File: config.mk
export PLATFORM = sky130hd
export DESIGN_NAME = multi_pulse_stretcher
export DESIGN_NICKNAME = d
export VERILOG_FILES = /design/src/rtl/multi_pulse_stretcher.sv
export SDC_FILE = /design/constraint.sdc
export NUM_CORES = 1
export LEC_CHECK = 0
export CAP_MARGIN = 20
export CORE_MARGIN = 1
export CORE_UTILIZATION = 56
export CTS_BUF_LIST = sky130_fd_sc_hd__clkbuf_4 sky130_fd_sc_hd__clkbuf_8
export DETAILED_ROUTE_END_ITERATION = 10
export GPL_TIMING_DRIVEN = 0
export PLACE_DENSITY_LB_ADDON = 0.15
export SYNTH_ARGS = -nofsm -noshare
export SYNTH_HDL_FRONTEND = slang
export SYNTH_SLANG_ARGS = --single-unit
File: constraint.sdc
create_clock -name clk_in -period 2.2 [get_ports clk_in]
set_input_delay 0.66 -clock clk_in [delete_from_list [all_inputs] [get_ports clk_in]]
set_output_delay 0.66 -clock clk_in [all_outputs]
set_load 0.02 [all_outputs]
File: src/rtl/multi_pulse_stretcher.sv
// Multi-channel runtime-programmable pulse stretcher: each enabled rising edge
// produces an output pulse exactly L cycles long, retriggerable or not per edge.
//
// state     | meaning
// ----------+--------------------------------------------------------------
// ST_IDLE   | channel output low, counter 0, waiting for an accepted edge
// ST_ACTIVE | channel output high, counter holds remaining cycles (1..L)
module multi_pulse_stretcher #(
    parameter int N_CH           = 8,
    parameter int CNT_WIDTH      = 8,
    parameter int DEFAULT_LENGTH = 3
) (
    input  logic                 clk_in,
    input  logic                 rst,
    input  logic [N_CH-1:0]      pulse_in,
    input  logic [N_CH-1:0]      ch_enable,
    input  logic [CNT_WIDTH-1:0] length_in,
    input  logic                 length_load,
    input  logic                 retrig_mode,
    input  logic                 clear_dropped,
    output logic [N_CH-1:0]      pulse_out,
    output logic                 busy,
    output logic [N_CH-1:0]      dropped,
    output logic [CNT_WIDTH-1:0] length_cur
);

    typedef enum logic {
        ST_IDLE   = 1'b0,
        ST_ACTIVE = 1'b1
    } state_t;

    localparam logic [CNT_WIDTH-1:0] LEN_RST = CNT_WIDTH'(DEFAULT_LENGTH);
    localparam logic [CNT_WIDTH-1:0] CNT_ONE = CNT_WIDTH'(1);

    state_t               state_q [N_CH];
    state_t               state_d [N_CH];
    logic [CNT_WIDTH-1:0] cnt_q   [N_CH];
    logic [CNT_WIDTH-1:0] cnt_d   [N_CH];

    logic [N_CH-1:0]      prev_q;
    logic [N_CH-1:0]      trig;
    logic [N_CH-1:0]      pulse_q;
    logic [N_CH-1:0]      pulse_d;
    logic [N_CH-1:0]      drop_set;
    logic [N_CH-1:0]      dropped_q;
    logic [N_CH-1:0]      dropped_d;
    logic                 busy_q;
    logic [CNT_WIDTH-1:0] len_q;
    logic [CNT_WIDTH-1:0] len_d;

    assign trig = pulse_in & ~prev_q & ch_enable;

    // A zero length would never terminate, so it is stored as the shortest legal pulse.
    always_comb begin
        len_d = len_q;
        if (length_load) begin
            len_d = (length_in == '0) ? CNT_ONE : length_in;
        end
    end

    // Triggers always use len_q, so a same-edge load only affects later edges.
    always_comb begin
        for (int i = 0; i < N_CH; i++) begin
            state_d[i]  = state_q[i];
            cnt_d[i]    = cnt_q[i];
            pulse_d[i]  = pulse_q[i];
            drop_set[i] = 1'b0;
            case (state_q[i])
                ST_IDLE: begin
                    if (trig[i]) begin
                        state_d[i] = ST_ACTIVE;
                        cnt_d[i]   = len_q;
                        pulse_d[i] = 1'b1;
                    end
                end
                ST_ACTIVE: begin
                    if (trig[i] && retrig_mode) begin
                        cnt_d[i] = len_q;
                    end else begin
                        drop_set[i] = trig[i];
                        if (cnt_q[i] == CNT_ONE) begin
                            state_d[i] = ST_IDLE;
                            cnt_d[i]   = '0;
                            pulse_d[i] = 1'b0;
                        end else begin
                            cnt_d[i] = cnt_q[i] - CNT_ONE;
                        end
                    end
                end
                default: begin
                    state_d[i] = ST_IDLE;
                    cnt_d[i]   = '0;
                    pulse_d[i] = 1'b0;
                end
            endcase
        end
    end

    // A new drop on the same edge as a clear must survive.
    assign dropped_d = (clear_dropped ? '0 : dropped_q) | drop_set;

    always_ff @(posedge clk_in) begin
        if (rst) begin
            prev_q    <= '1;
            len_q     <= LEN_RST;
            pulse_q   <= '0;
            busy_q    <= 1'b0;
            dropped_q <= '0;
            for (int i = 0; i < N_CH; i++) begin
                state_q[i] <= ST_IDLE;
                cnt_q[i]   <= '0;
            end
        end else begin
            prev_q    <= pulse_in;
            len_q     <= len_d;
            pulse_q   <= pulse_d;
            busy_q    <= |pulse_d;
            dropped_q <= dropped_d;
            for (int i = 0; i < N_CH; i++) begin
                state_q[i] <= state_d[i];
                cnt_q[i]   <= cnt_d[i];
            end
        end
    end

    assign pulse_out  = pulse_q;
    assign busy       = busy_q;
    assign dropped    = dropped_q;
    assign length_cur = len_q;

endmodule
Yosys cells after proc, flatten, opt, wreduce, memory -nomap -nowiden
Memories as Yosys holds them, arrays and structs flattened.
Index checks and enable logic that the tools add are counted.
Operators by class
  reductions and logical operators: 10
  $add $sub $neg: 8
  div/mod/pow operators: 0
  bitwise gates (word level): 28
  magnitude comparators: 0
  equal/unequal tests: 8
  multiply operators: 0
  shift operators: 0
  multiplexer cells: 133
Operators by type and width (number)
  $mux 8: 34
  $pmux 8 s2: 8
  $mux 1: 75
  $eq 8x1->1 const B: 8
  $sub 8x1->8 const B: 8
  $pmux 1 s2: 16
  $and 8x8->8: 2
  $or 1x1->1: 16
  $logic_and 1x1->1: 8
  $logic_not 8->1: 1
  $not 1->1: 8
  $not 8->8: 1
  $or 8x8->8: 1
  $reduce_or 8->1: 1
Storage, ports and cells
  word-level logic and storage cells: 194
  RAM bits: 72
  output and inout port bits: 25
  register bits after elaboration: 33
  bits in read-only memories: 0
  memories kept: 2
  latch bits: 0
Memories
  cnt_q: depth 8, bits a word 8, read ports 8, clocked after memory_dff 0, wr ports 8, RTL line 37  | logic [CNT_WIDTH-1:0] cnt_q [N_CH];
  state_q: depth 8, bits a word 1, read ports 8, clocked after memory_dff 0, wr ports 8, RTL line 35  | state_t state_q [N_CH];

Logic depth before layout (Yosys ltp)
Gate-level depths: netlist of the first run.
  word-level depth: 7
  mapped depth: 7
  depth with buffers taken out: 7

Least setup slack after synthesis of the first run
OpenSTA, ideal clock, no wires.
  kind: input -> register
  start point: input ch_enable[2]
  end point: memory cnt_q[2][6] (netlist: cnt_q[0][22])
  arrival time: 1.623 ns
  setup slack: 0.443 ns
  required time: 2.066 ns
  stages on the path: 6
  library setup time: 0.134 ns
  cell sequence: and3b_1 > buf_2 > a21oi_1 > nor2_1 > o21ai_0 > a211oi_1
RTL lines
  from (decl): RTL line 16  | input logic [N_CH-1:0] ch_enable,
  to (decl): RTL line 37

Worst setup path in the final report of the first run
  start point: register pulse_q[3] (netlist: pulse_out[3])
  end point: output pulse_out[3]
RTL lines
  from (decl): RTL line 42  | logic [N_CH-1:0] pulse_q;
  from (signal assigned): RTL line 116  | pulse_q <= pulse_d;
  to (decl): RTL line 21  | output logic [N_CH-1:0] pulse_out,
No word-level cell between the ends.

==> results of run 1 <==
-- power groups by stage --
stage | combinational [W] | sequential (W) | clock (W)
finish | 0.000937 | 0.00214 | 0.00114
global route | 0.00103 | 0.00216 | 0.00124
CTS | 0.000922 | 0.00214 | 0.00116
detailed placement | 0.000917 | 0.00218 | 0
global placement | 0.000883 | 0.00217 | 0
floorplan | 0.000619 | 0.00217 | 0
-- placed cells by master, fill, tap and decap left out, types with 9 or more instances in the layout --
master / instances
a21oi_1: 83
ha_1: 16
a211oi_1: 35
inv_1: 51
nor2_1: 148
clkbuf_1: 18
dfxtp_1: 105
clkbuf_8: 9
nand2b_1: 13
nor3_1: 34
nand3_1: 18
o21ai_0: 58
nand2_1: 71
clkdlybuf4s50_1: 50
or2_2: 9
-- per-layer routing --
metal	wire length (um)	vias to the layer above	part of all wire (%)
met5	0	-	0
met4	408	0	2.4
met3	1297	40	7.6
met2	7953	250	46
met1	7451	2793	44
li1	-	2875	-
-- worst paths after layout --
| path | slack (ps) | to | cells past startpoint | startpoint |
|---|---|---|---|---|
| worst max-delay path | 90 | pulse_out[3] | 1 | pulse_out[3] |
| worst min-delay path | 480 | cnt_q[0][1] | 2 | cnt_q[0][1] |
| worst max register to register | 400 | busy | 5 | cnt_q[1][3] |
| worst min register to register | 480 | cnt_q[0][1] | 2 | cnt_q[0][1] |
-- cell type report --
| cell class | count | share of cell area (%) |
|---|---|---|
| clock buffers | 9 | 1.832 |
| repair buffers | 50 | 7.403 |
| plain buffers | 35 | 2.554 |
| flip-flops and latches | 105 | 31.09 |
| clock inverters | 7 | 0.7959 |
| inverters | 51 | 2.832 |
| well taps | 136 | 2.517 |
| multi-input cells | 600 | 50.97 |
-- registers in the layout, indices dropped and copies added (netlist names) --
register    count
cnt_q          64
dropped         8
length_cur      8
prev_q          8
pulse_out       8
state_q         8
busy            1
-- logic make-up after synthesis --
family | after synthesis | synth area share, %
AO/OA/AOI/OAI | 225 | 23.69
XOR/XNOR | 3 | 0.4446
adder cells (fa/ha/maj) | 16 | 3.387
buffers and inverters | 86 | 6.139
flip-flops | 105 | 35.56
multiplexers | 6 | 1.016
AND/OR/NAND/NOR | 350 | 29.76
-- metrics by stage --
| stage | TNS, ps | hold slack, ps |
|---|---|---|
| floorplan | 0 | 441.0 |
| global placement | -8659 | 458.2 |
| detailed placement | -10980 | 467.7 |
| CTS | 0 | 482.7 |
| global route | 0 | 502.9 |
| finish | 0 | 483.6 |
-- worst min-delay path: stages (launching register included) --
cell and delay, ps:
dfxtp_1 340, nand2_1 60, a21oi_1 50
-- synthesized netlist by cell type, types with 8 or more instances --
master | count | area [um^2]
nor2_1 | 148 | 555.5
dfxtp_1 | 105 | 2102
a21oi_1 | 83 | 415.4
nand2_1 | 71 | 266.5
o21ai_0 | 58 | 290.3
inv_1 | 51 | 191.4
a211oi_1 | 35 | 262.8
nor3_1 | 34 | 170.2
clkbuf_1 | 19 | 71.32
nand3_1 | 18 | 90.09
ha_1 | 16 | 200.2
nand2b_1 | 13 | 81.33
or2_2 | 9 | 56.30
nor2b_1 | 8 | 50.05
nor4_1 | 8 | 50.05
==> results.md, run 1 <==
- Prevailing post-synth register cell: dfxtp_1
- Vias per cell: about 6
- Status: finished clean
- FFs w/ async S/R, synth: 0%
- Final Hold Fails: 0
- Layout net count: about 900
- Final Cycle Share: 95.81%
- Synth Area per Inst: ~7.5 um^2
- Crit. End Element: primary output
- Multi-input gate area: around 0.0034 mm^2
- Final cell count without fillers: 993
- Crit path required time: roughly 1500 ps
- PortBufs: 50
- Hold buffer count at cts: 0
- Netlist cell types: 64
- Root Driver: clkbuf_8
- Drt first pass iters: 5
- CTS tree: done
- Post-Route WL: around 17 mm
- Slew Viols, Final: 0
- Wire per inst: 17.23 um
- Final-report setup violation count: 0
- Final Cell Area: 0.006760 mm^2
- Power Total: 0.004217 W
- Post-cts resize count: 0
- Clock Sinks: 105
- Int Pwr: roughly 0.0028 W
- Yosys reg bits: 105
- Net count after synthesis: roughly 840
- Maxcap violations: 0
- Area grow syn2layout: 14.37%
- DRC: 0
- CP bufs+invs: 1
- Fraction of layout cells with a size suffix above 1: around 7.1%
- PD cells: 623.8 mW/mm^2
- HP Class: reg -> reg
- Die height: 104.7 um
- GR Util met3: approximately 6%
- Clk slew on worst S/H paths: roughly 100 ps
- Global-route wire length before repair: roughly 28 mm
- GP Congestion: about 0.91
- Yosys warnings: 0
- Initial DRC Count: between 400 and 500
- Largest net degree at the start of global routing: 19
- Register area share after synthesis: a little over a third
- Met1 Use GR: a little over two fifths
- Pre-CTS setup slack: -246.0 ps
- CP max stage delay: 630 ps
- Core area: just over 0.01 mm^2
- Util after Layout: 65.78%
- Clock power frac: a little over a quarter
- CP Cell Sequence: clkdlybuf4s50_1
- EDFF count, synth: 0
- Remaining Overflow, GRT: 0
- Synth Cell Area: 0.005911 mm^2
- M2 GR Usage: 52.89%
- Diodes inserted: 0
- Leak: 2.528 nW
- Worst-margin pin slew: slightly below 900 ps
- Synth Instances: ~790
- Switching Share: about a third
- Clk buf depth: 2
- Dpl cells: slightly below 1000
- Die X: 104.7 um
- Crit path kind: reg -> out
- Setup Buffers After CTS: 0
- NetSw: 0.001408 W
- GRT Total Usage: between 30% and 40%
- Initial antenna violation count: 0
- Placed inst area: roughly 0.0066 mm^2
- Routed vias: roughly 6000
- Fillers: between 900 and 1000
- RSZ-0062 raised after global routing: no
- Worst Skew: 10.10 ps
- Clock insertion delay at the later pin of the skew report: 390 ps
- Critical path data arrival time: between 1000 and 1500 ps
- Slew margin rel.: roughly 42%
- Num rows: 37
- Max VDD drop: about 0.56 mV
- Initial Util: between 50% and 60%
- Register area: 0.002102 mm^2
- DIE AREA: 0.01097 mm^2
- Gate power share: between 20% and 30%
- CP max-delay cell: clkdlybuf4s50_1
- Vias in the first global route: 5724
- Crit Path Max Fanout: 4
- Post-DP HPWL: between 10 and 15 mm
- Final Worst Setup Slack: between 90 and 100 ps
- CP Launch Type: flip-flop
- Reg power frac: 50.7%
- Io pins: 54
- Post-DRT Antenna Nets: 0
- Top delay family on crit path: buffers and inverters
- Total CTS buffers: 9
- Crit path time final: 2108 ps
- GRT Max-Usage Layer: met2
- Htree depth: 3
- Max frequency: between 400 and 500 MHz
(Power assumes the default switching activity.)
==> inputs of run 2 (changes only) <==
--- a/config.mk
+++ b/config.mk
@@ -12,6 +12,7 @@
 export DETAILED_ROUTE_END_ITERATION = 10
 export GPL_TIMING_DRIVEN = 0
 export PLACE_DENSITY_LB_ADDON = 0.15
+export RECOVER_POWER = 100
 export SYNTH_ARGS = -nofsm -noshare
 export SYNTH_HDL_FRONTEND = slang
 export SYNTH_SLANG_ARGS = --single-unit
==> results.md, run 2 (synthesized netlist as in run 1, its figures left out) <==
- Status: finished clean (unchanged)
- Remaining Overflow, GRT: 0 (unchanged)
- Post-DP HPWL: 11.92 mm (unchanged)
- Multi-input gate area: 0.003403 mm^2 (was 0.003446 mm^2)
- Clk buf depth: 2 (unchanged)
- DRC: 0 (unchanged)
- Total CTS buffers: 9 (unchanged)
- Crit. End Element: primary output (unchanged)
- RR Startpoint: cnt_q[1][27] (was cnt_q[1][3])
- CP max-delay cell: dlygate4sd3_1 (was clkdlybuf4s50_1)
- Fillers: 933 (was 924)
- Crit path time final: 2131 ps (was 2108 ps)
- Root Driver: clkbuf_8 (unchanged)
- Layout net count: 897 (unchanged)
- GP Congestion: 0.9126 (unchanged)
- Initial Util: 57.51% (unchanged)
- Reg with most FFs: cnt_q (unchanged)
- Slew margin rel.: 42.45% (was 42.18%)
- Core area: 0.01028 mm^2 (unchanged)
- Vias per cell: 6.000 (unchanged)
- Reg power frac: 50.9% (was 50.7%)
- Fraction of layout cells with a size suffix above 1: 6.768% (was 7.118%)
- Die X: 104.7 um (unchanged)
- Critical R2R Capture: busy (unchanged)
- CP bufs+invs: 1 (unchanged)
- Power Total: 0.004196 W (was 0.004217 W)
- Slew Viols, Final: 0 (unchanged)
- Hold buffer count at cts: 0 (unchanged)
- NetSw: 0.001396 W (was 0.001408 W)
- Io pins: 54 (unchanged)
- Dpl cells: 977 (unchanged)
- Final-report setup violation count: 0 (unchanged)
- Hold_sp: dropped[0] (was cnt_q[0][1])
- Routed met3 length: 1.231 mm (was 1.297 mm)
- Max frequency: 469.2 MHz (was 474.4 MHz)
- Final Hold Fails: 0 (unchanged)
- Top Layer Used: met4 (unchanged)
- CP Launch Type: flip-flop (unchanged)
- Hold path depth: 2 (unchanged)
- Worst-margin pin slew: 863.3 ps (was 867.3 ps)
- Worst hold margin: 480.7 ps (was 483.6 ps)
- PD cells: 624.6 mW/mm^2 (was 623.8 mW/mm^2)
- Gate power share: 21.9% (was 22.2%)
- WL met2: 7.928 mm (was 7.953 mm)
- Num rows: 37 (unchanged)
- Area grow syn2layout: 13.65% (was 14.37%)
- Maxcap violations: 0 (unchanged)
- Pre-CTS setup slack: -246.0 ps (unchanged)
- Register area: 0.002102 mm^2 (unchanged)
- HP Class: reg -> reg (unchanged)
- Crit path required time: 1540 ps (about the same)
- Htree depth: 3 (unchanged)
- GRT Total Usage: 32.24% (unchanged)
- Clock power frac: 27.1% (about the same)
- Hold endpoint: dropped[0] (was cnt_q[0][1])
- RSZ-0062 raised after global routing: no (unchanged)
- Commonest cells after routing, fill and taps aside: 148 x nor2_1, 105 x dfxtp_1, 83 x a21oi_1, 71 x nand2_1, 59 x o21ai_0 (was 148 x nor2_1, 105 x dfxtp_1, 83 x a21oi_1, 71 x nand2_1, 58 x o21ai_0)
- Final Worst Setup Slack: 68.57 ps (was 92.25 ps)
- Die height: 104.7 um (unchanged)
- Post-Route WL: 17.12 mm (was 17.11 mm)
- Worst Skew: 11.58 ps (was 10.10 ps)
- Routed vias: 5958 (unchanged)
- CP Cell Sequence: dlygate4sd3_1 (was clkdlybuf4s50_1)
- Vias in the first global route: 5724 (unchanged)
- Diodes inserted: 0 (unchanged)
- Setup slack, reg-to-reg: 400 ps (about the same)
- Critical path data arrival time: 1470 ps (was 1450 ps)
- Drt first pass iters: 5 (unchanged)
- Int Pwr: 0.002799 W (was 0.002809 W)
- Post-DRT Antenna Nets: 0 (unchanged)
- Wire per inst: 17.24 um (was 17.23 um)
- Post-cts resize count: 0 (unchanged)
- Final Cycle Share: 96.88% (was 95.81%)
- Crit path kind: reg -> out (unchanged)
- Top delay family on crit path: buffers and inverters (unchanged)
- Max reg flops: 64 (unchanged)
- CTS tree: done (unchanged)
- Clk slew on worst S/H paths: 100 ps (about the same)
- Initial antenna violation count: 0 (unchanged)
- Met1 WL: 7.563 mm (was 7.451 mm)
- Clock Sinks: 105 (unchanged)
- Switching Share: 33.28% (was 33.39%)
- Clock insertion delay at the later pin of the skew report: 390 ps (about the same)
- Global-route wire length before repair: 27.94 mm (unchanged)
- Setup Buffers After CTS: 0 (unchanged)
- Max VDD drop: 0.5541 mV (was 0.5599 mV)
- Largest net degree at the start of global routing: 19 (unchanged)
- Reg2Reg Depth: 5 (unchanged)
- PortBufs: 50 (unchanged)
- Commonest non-fill, non-tap cell in the layout: nor2_1 (unchanged)
- DIE AREA: 0.01097 mm^2 (unchanged)
- Initial DRC Count: 510 (was 493)
- CP max stage delay: 690 ps (was 630 ps)
- Crit Path Max Fanout: 2 (was 4)
- Final cell count without fillers: 993 (unchanged)
- Leak: 2.563 nW (was 2.528 nW)
run 2: area by class of cell:
class	instances	area share (%)
plain buffers	35	2.570
clock buffers	9	1.844
clock inverters	7	0.8009
inverters	51	2.850
multi-input cells	600	50.66
flip-flops and latches	105	31.29
well taps	136	2.533
repair buffers	50	7.450
run 2: through the flow:
stage          setup TNS (ps)  cell area (um^2)  utilization (%)
2_1_floorplan               0              5911                -
3_3_place_gp            -8659              6581            64.04
3_5_place_dp           -10980              6581            64.04
4_1_cts                     0              6759            65.77
5_1_grt                     0              6718            65.36
6_report                    0              6718            65.36
run 2: worst max path at each step:
stage | from | end | slack, ps | depth (start not counted)
floorplan | ch_enable[2] | cnt_q[0][22] | 440 | 6
global route | pulse_in[0] | cnt_q[0][7] | 30 | 5
global placement | pulse_in[6] | cnt_q[1][19] | -190 | 7
detailed placement | ch_enable[2] | cnt_q[0][19] | -250 | 7
CTS | pulse_out[3] | pulse_out[3] | 90 | 1
finish | dropped[6] | dropped[6] | 70 | 1
run 2: metal layers:
layer  vias up  global-route usage, %
met5         -                      0
met4         0                  12.07
met3        37                  5.989
met2       234                  52.89
met1      2803                  42.08
li1       2884                      -
run 2: power groups by stage:
stage	Clock (W)	Combinational (W)	Sequential (W)
floorplan	0	0.000619	0.00217
CTS	0.00116	0.000922	0.00214
global route	0.00124	0.00102	0.00215
finish	0.00114	0.000921	0.00214
global placement	0	0.000883	0.00217
detailed placement	0	0.000917	0.00218
run 2: worst reg2reg max path, cell delays in order (launching register included):
cell and delay (ps):
dfxtp_1 370, nor4_2 440, nand3_1 200, o22ai_1 350, and4b_1 250, a31oi_1 70
==> inputs of run 3 (changes only) <==
--- a/config.mk
+++ b/config.mk
@@ -6,7 +6,7 @@
 export NUM_CORES = 1
 export LEC_CHECK = 0
 export CAP_MARGIN = 20
-export CORE_MARGIN = 1
+export CORE_MARGIN = 1.5
 export CORE_UTILIZATION = 56
 export CTS_BUF_LIST = sky130_fd_sc_hd__clkbuf_4 sky130_fd_sc_hd__clkbuf_8
 export DETAILED_ROUTE_END_ITERATION = 10
==> results.md, run 3 (synthesized netlist as in run 1, its figures left out) <==
- Vias per cell: 6.017 (was 6.000)
- GP Congestion: 0.9189 (was 0.9126)
- Total CTS buffers: 9 (unchanged)
- Initial Util: 57.51% (unchanged)
- Clk buf depth: 2 (unchanged)
- Initial antenna violation count: 0 (unchanged)
- Drt first pass iters: 5 (unchanged)
- Slew Viols, Final: 0 (unchanged)
- Max frequency: 470.5 MHz (was 469.2 MHz)
- CP Cell Sequence: dlygate4sd3_1 (unchanged)
- CP max-delay cell: dlygate4sd3_1 (unchanged)
- Area grow syn2layout: 14.95% (was 13.65%)
- Hold buffer count at cts: 0 (unchanged)
- Htree depth: 3 (unchanged)
- Leak: 2.616 nW (was 2.563 nW)
- CTS tree: done (unchanged)
- Final-report setup violation count: 0 (unchanged)
- Io pins: 54 (unchanged)
- Maxcap violations: 0 (unchanged)
- Hold_sp: cnt_q[0][1] (was dropped[0])
- Clock insertion delay at the later pin of the skew report: 390 ps (about the same)
- Post-Route WL: 16.98 mm (was 17.12 mm)
- Crit path time final: 2125 ps (was 2131 ps)
- Final Hold Fails: 0 (unchanged)
- Worst Skew: 11.39 ps (was 11.58 ps)
- Worst-margin pin slew: 836.6 ps (was 863.3 ps)
- CP max stage delay: 690 ps (about the same)
- GRT Total Usage: 30.88% (was 32.24%)
- Layout net count: 897 (unchanged)
- Die X: 105.7 um (was 104.7 um)
- CP bufs+invs: 1 (unchanged)
- Final Cycle Share: 96.60% (was 96.88%)
- Slew margin rel.: 44.23% (was 42.45%)
- Clock Sinks: 105 (unchanged)
- Diodes inserted: 0 (unchanged)
- Reg with most FFs: cnt_q (unchanged)
- Crit path kind: reg -> out (unchanged)
- Max reg flops: 64 (unchanged)
- Max VDD drop: 0.4920 mV (was 0.5541 mV)
- Fraction of layout cells with a size suffix above 1: 6.659% (was 6.768%)
- Routed vias: 5969 (was 5958)
- Wire per inst: 17.12 um (was 17.24 um)
- Clk slew on worst S/H paths: 100 ps (about the same)
- Core area: 0.01028 mm^2 (unchanged)
- Num rows: 37 (unchanged)
- Critical path data arrival time: 1470 ps (about the same)
- PD cells: 662.0 mW/mm^2 (was 624.6 mW/mm^2)
- Remaining Overflow, GRT: 0 (unchanged)
- Status: finished clean (unchanged)
- HP Class: reg -> reg (unchanged)
- Crit. End Element: primary output (unchanged)
- Root Driver: clkbuf_8 (unchanged)
- DIE AREA: 0.01118 mm^2 (was 0.01097 mm^2)
- Post-DP HPWL: 11.75 mm (was 11.92 mm)
- Crit Path Max Fanout: 2 (unchanged)
- DRC: 0 (unchanged)
- Worst hold margin: 483.5 ps (was 480.7 ps)
- Commonest cells after routing, fill and taps aside: 148 x nor2_1, 105 x dfxtp_1, 82 x a21oi_1, 71 x nand2_1, 58 x o21ai_0 (was 148 x nor2_1, 105 x dfxtp_1, 83 x a21oi_1, 71 x nand2_1, 59 x o21ai_0)
- Initial DRC Count: 472 (was 510)
- Post-DRT Antenna Nets: 0 (unchanged)
- Die height: 105.7 um (was 104.7 um)
- PortBufs: 50 (unchanged)
- Largest net degree at the start of global routing: 16 (was 19)
- Top delay family on crit path: buffers and inverters (unchanged)
- Vias in the first global route: 5565 (was 5724)
- RSZ-0062 raised after global routing: no (unchanged)
- Global-route wire length before repair: 27.09 mm (was 27.94 mm)
- Worst Setup SP: dropped[6] (unchanged)
- Crit path required time: 1540 ps (about the same)
- RR Startpoint: cnt_q[1][11] (was cnt_q[1][27])
- CP Launch Type: flip-flop (unchanged)
- Util after Layout: 66.11% (was 65.36%)
- Commonest non-fill, non-tap cell in the layout: nor2_1 (unchanged)
==> run 3: changes by cell type in the layout (fill, tap and decap cells not counted), sizes merged <==
| cell | previous run | this run |
|---|---|---|
| buf | 15 | 16 |
| bufinv | 0 | 2 |
| clkbuf | 29 | 32 |
| clkdlybuf4s50 | 27 | 23 |
| clkinv | 2 | 0 |
| clkinvlp | 3 | 0 |
| dlygate4sd3 | 23 | 27 |
| inv | 53 | 51 |
==> run 3: final cells by class <==
| type | count | area, um^2 |
|---|---|---|
| tap | 136 | 170.2 |
| clock inverter | 2 | 60.06 |
| multi-input combinational | 600 | 3426 |
| inverter | 51 | 191.4 |
| sequential | 105 | 2102 |
| buffer | 35 | 171.4 |
| timing repair buffer | 50 | 500.5 |
| clock buffer | 13 | 172.7 |
| fill | 911 | 3483 |
==> run 3: final timing paths <==
check / end / slack [ps] / cells past startpoint
setup / recovery: dropped[6] / 70 / 1
hold / removal: cnt_q[0][1] / 480 / 2
setup reg to reg: busy / 290 / 5
hold reg to reg: cnt_q[0][1] / 480 / 2
==> run 3: report_power, final <==
part	internal (W)	total, W	switching (W)
logic	0.000366	0.000926	0.000560
registers	0.00201	0.00214	0.000122
clock network	0.000743	0.00144	0.000693
total	0.00312	0.00450	0.00138
==> run 3: per-layer routing <==
layer | global-route usage, % | part of all wire (%) | up-vias
met5 | 0 | 0 | -
met4 | 14.48 | 2.7 | 0
met3 | 5.257 | 7.4 | 39
met2 | 51.25 | 47 | 232
met1 | 39.00 | 43 | 2814
li1 | - | - | 2884
==> run 3: through the flow <==
stage	instances	setup WS, ps	setup TNS [ps]	cell area [um^2]	power, W
finish	992	74.77	0	6794	0.004498
global route	992	21.55	0	6794	0.004676
CTS	992	109.2	0	6814	0.004497
detailed placement	977	-277.4	-10420	6581	0.003090
global placement	977	-245.0	-8971	6581	0.003052
floorplan	791	443.3	0	5911	0.002793
==> run 3: what timing repair did <==
action,CTS,global route
buffers inserted,0,0
endpoints found under the setup margin,0,1
gates resized for setup,0,1
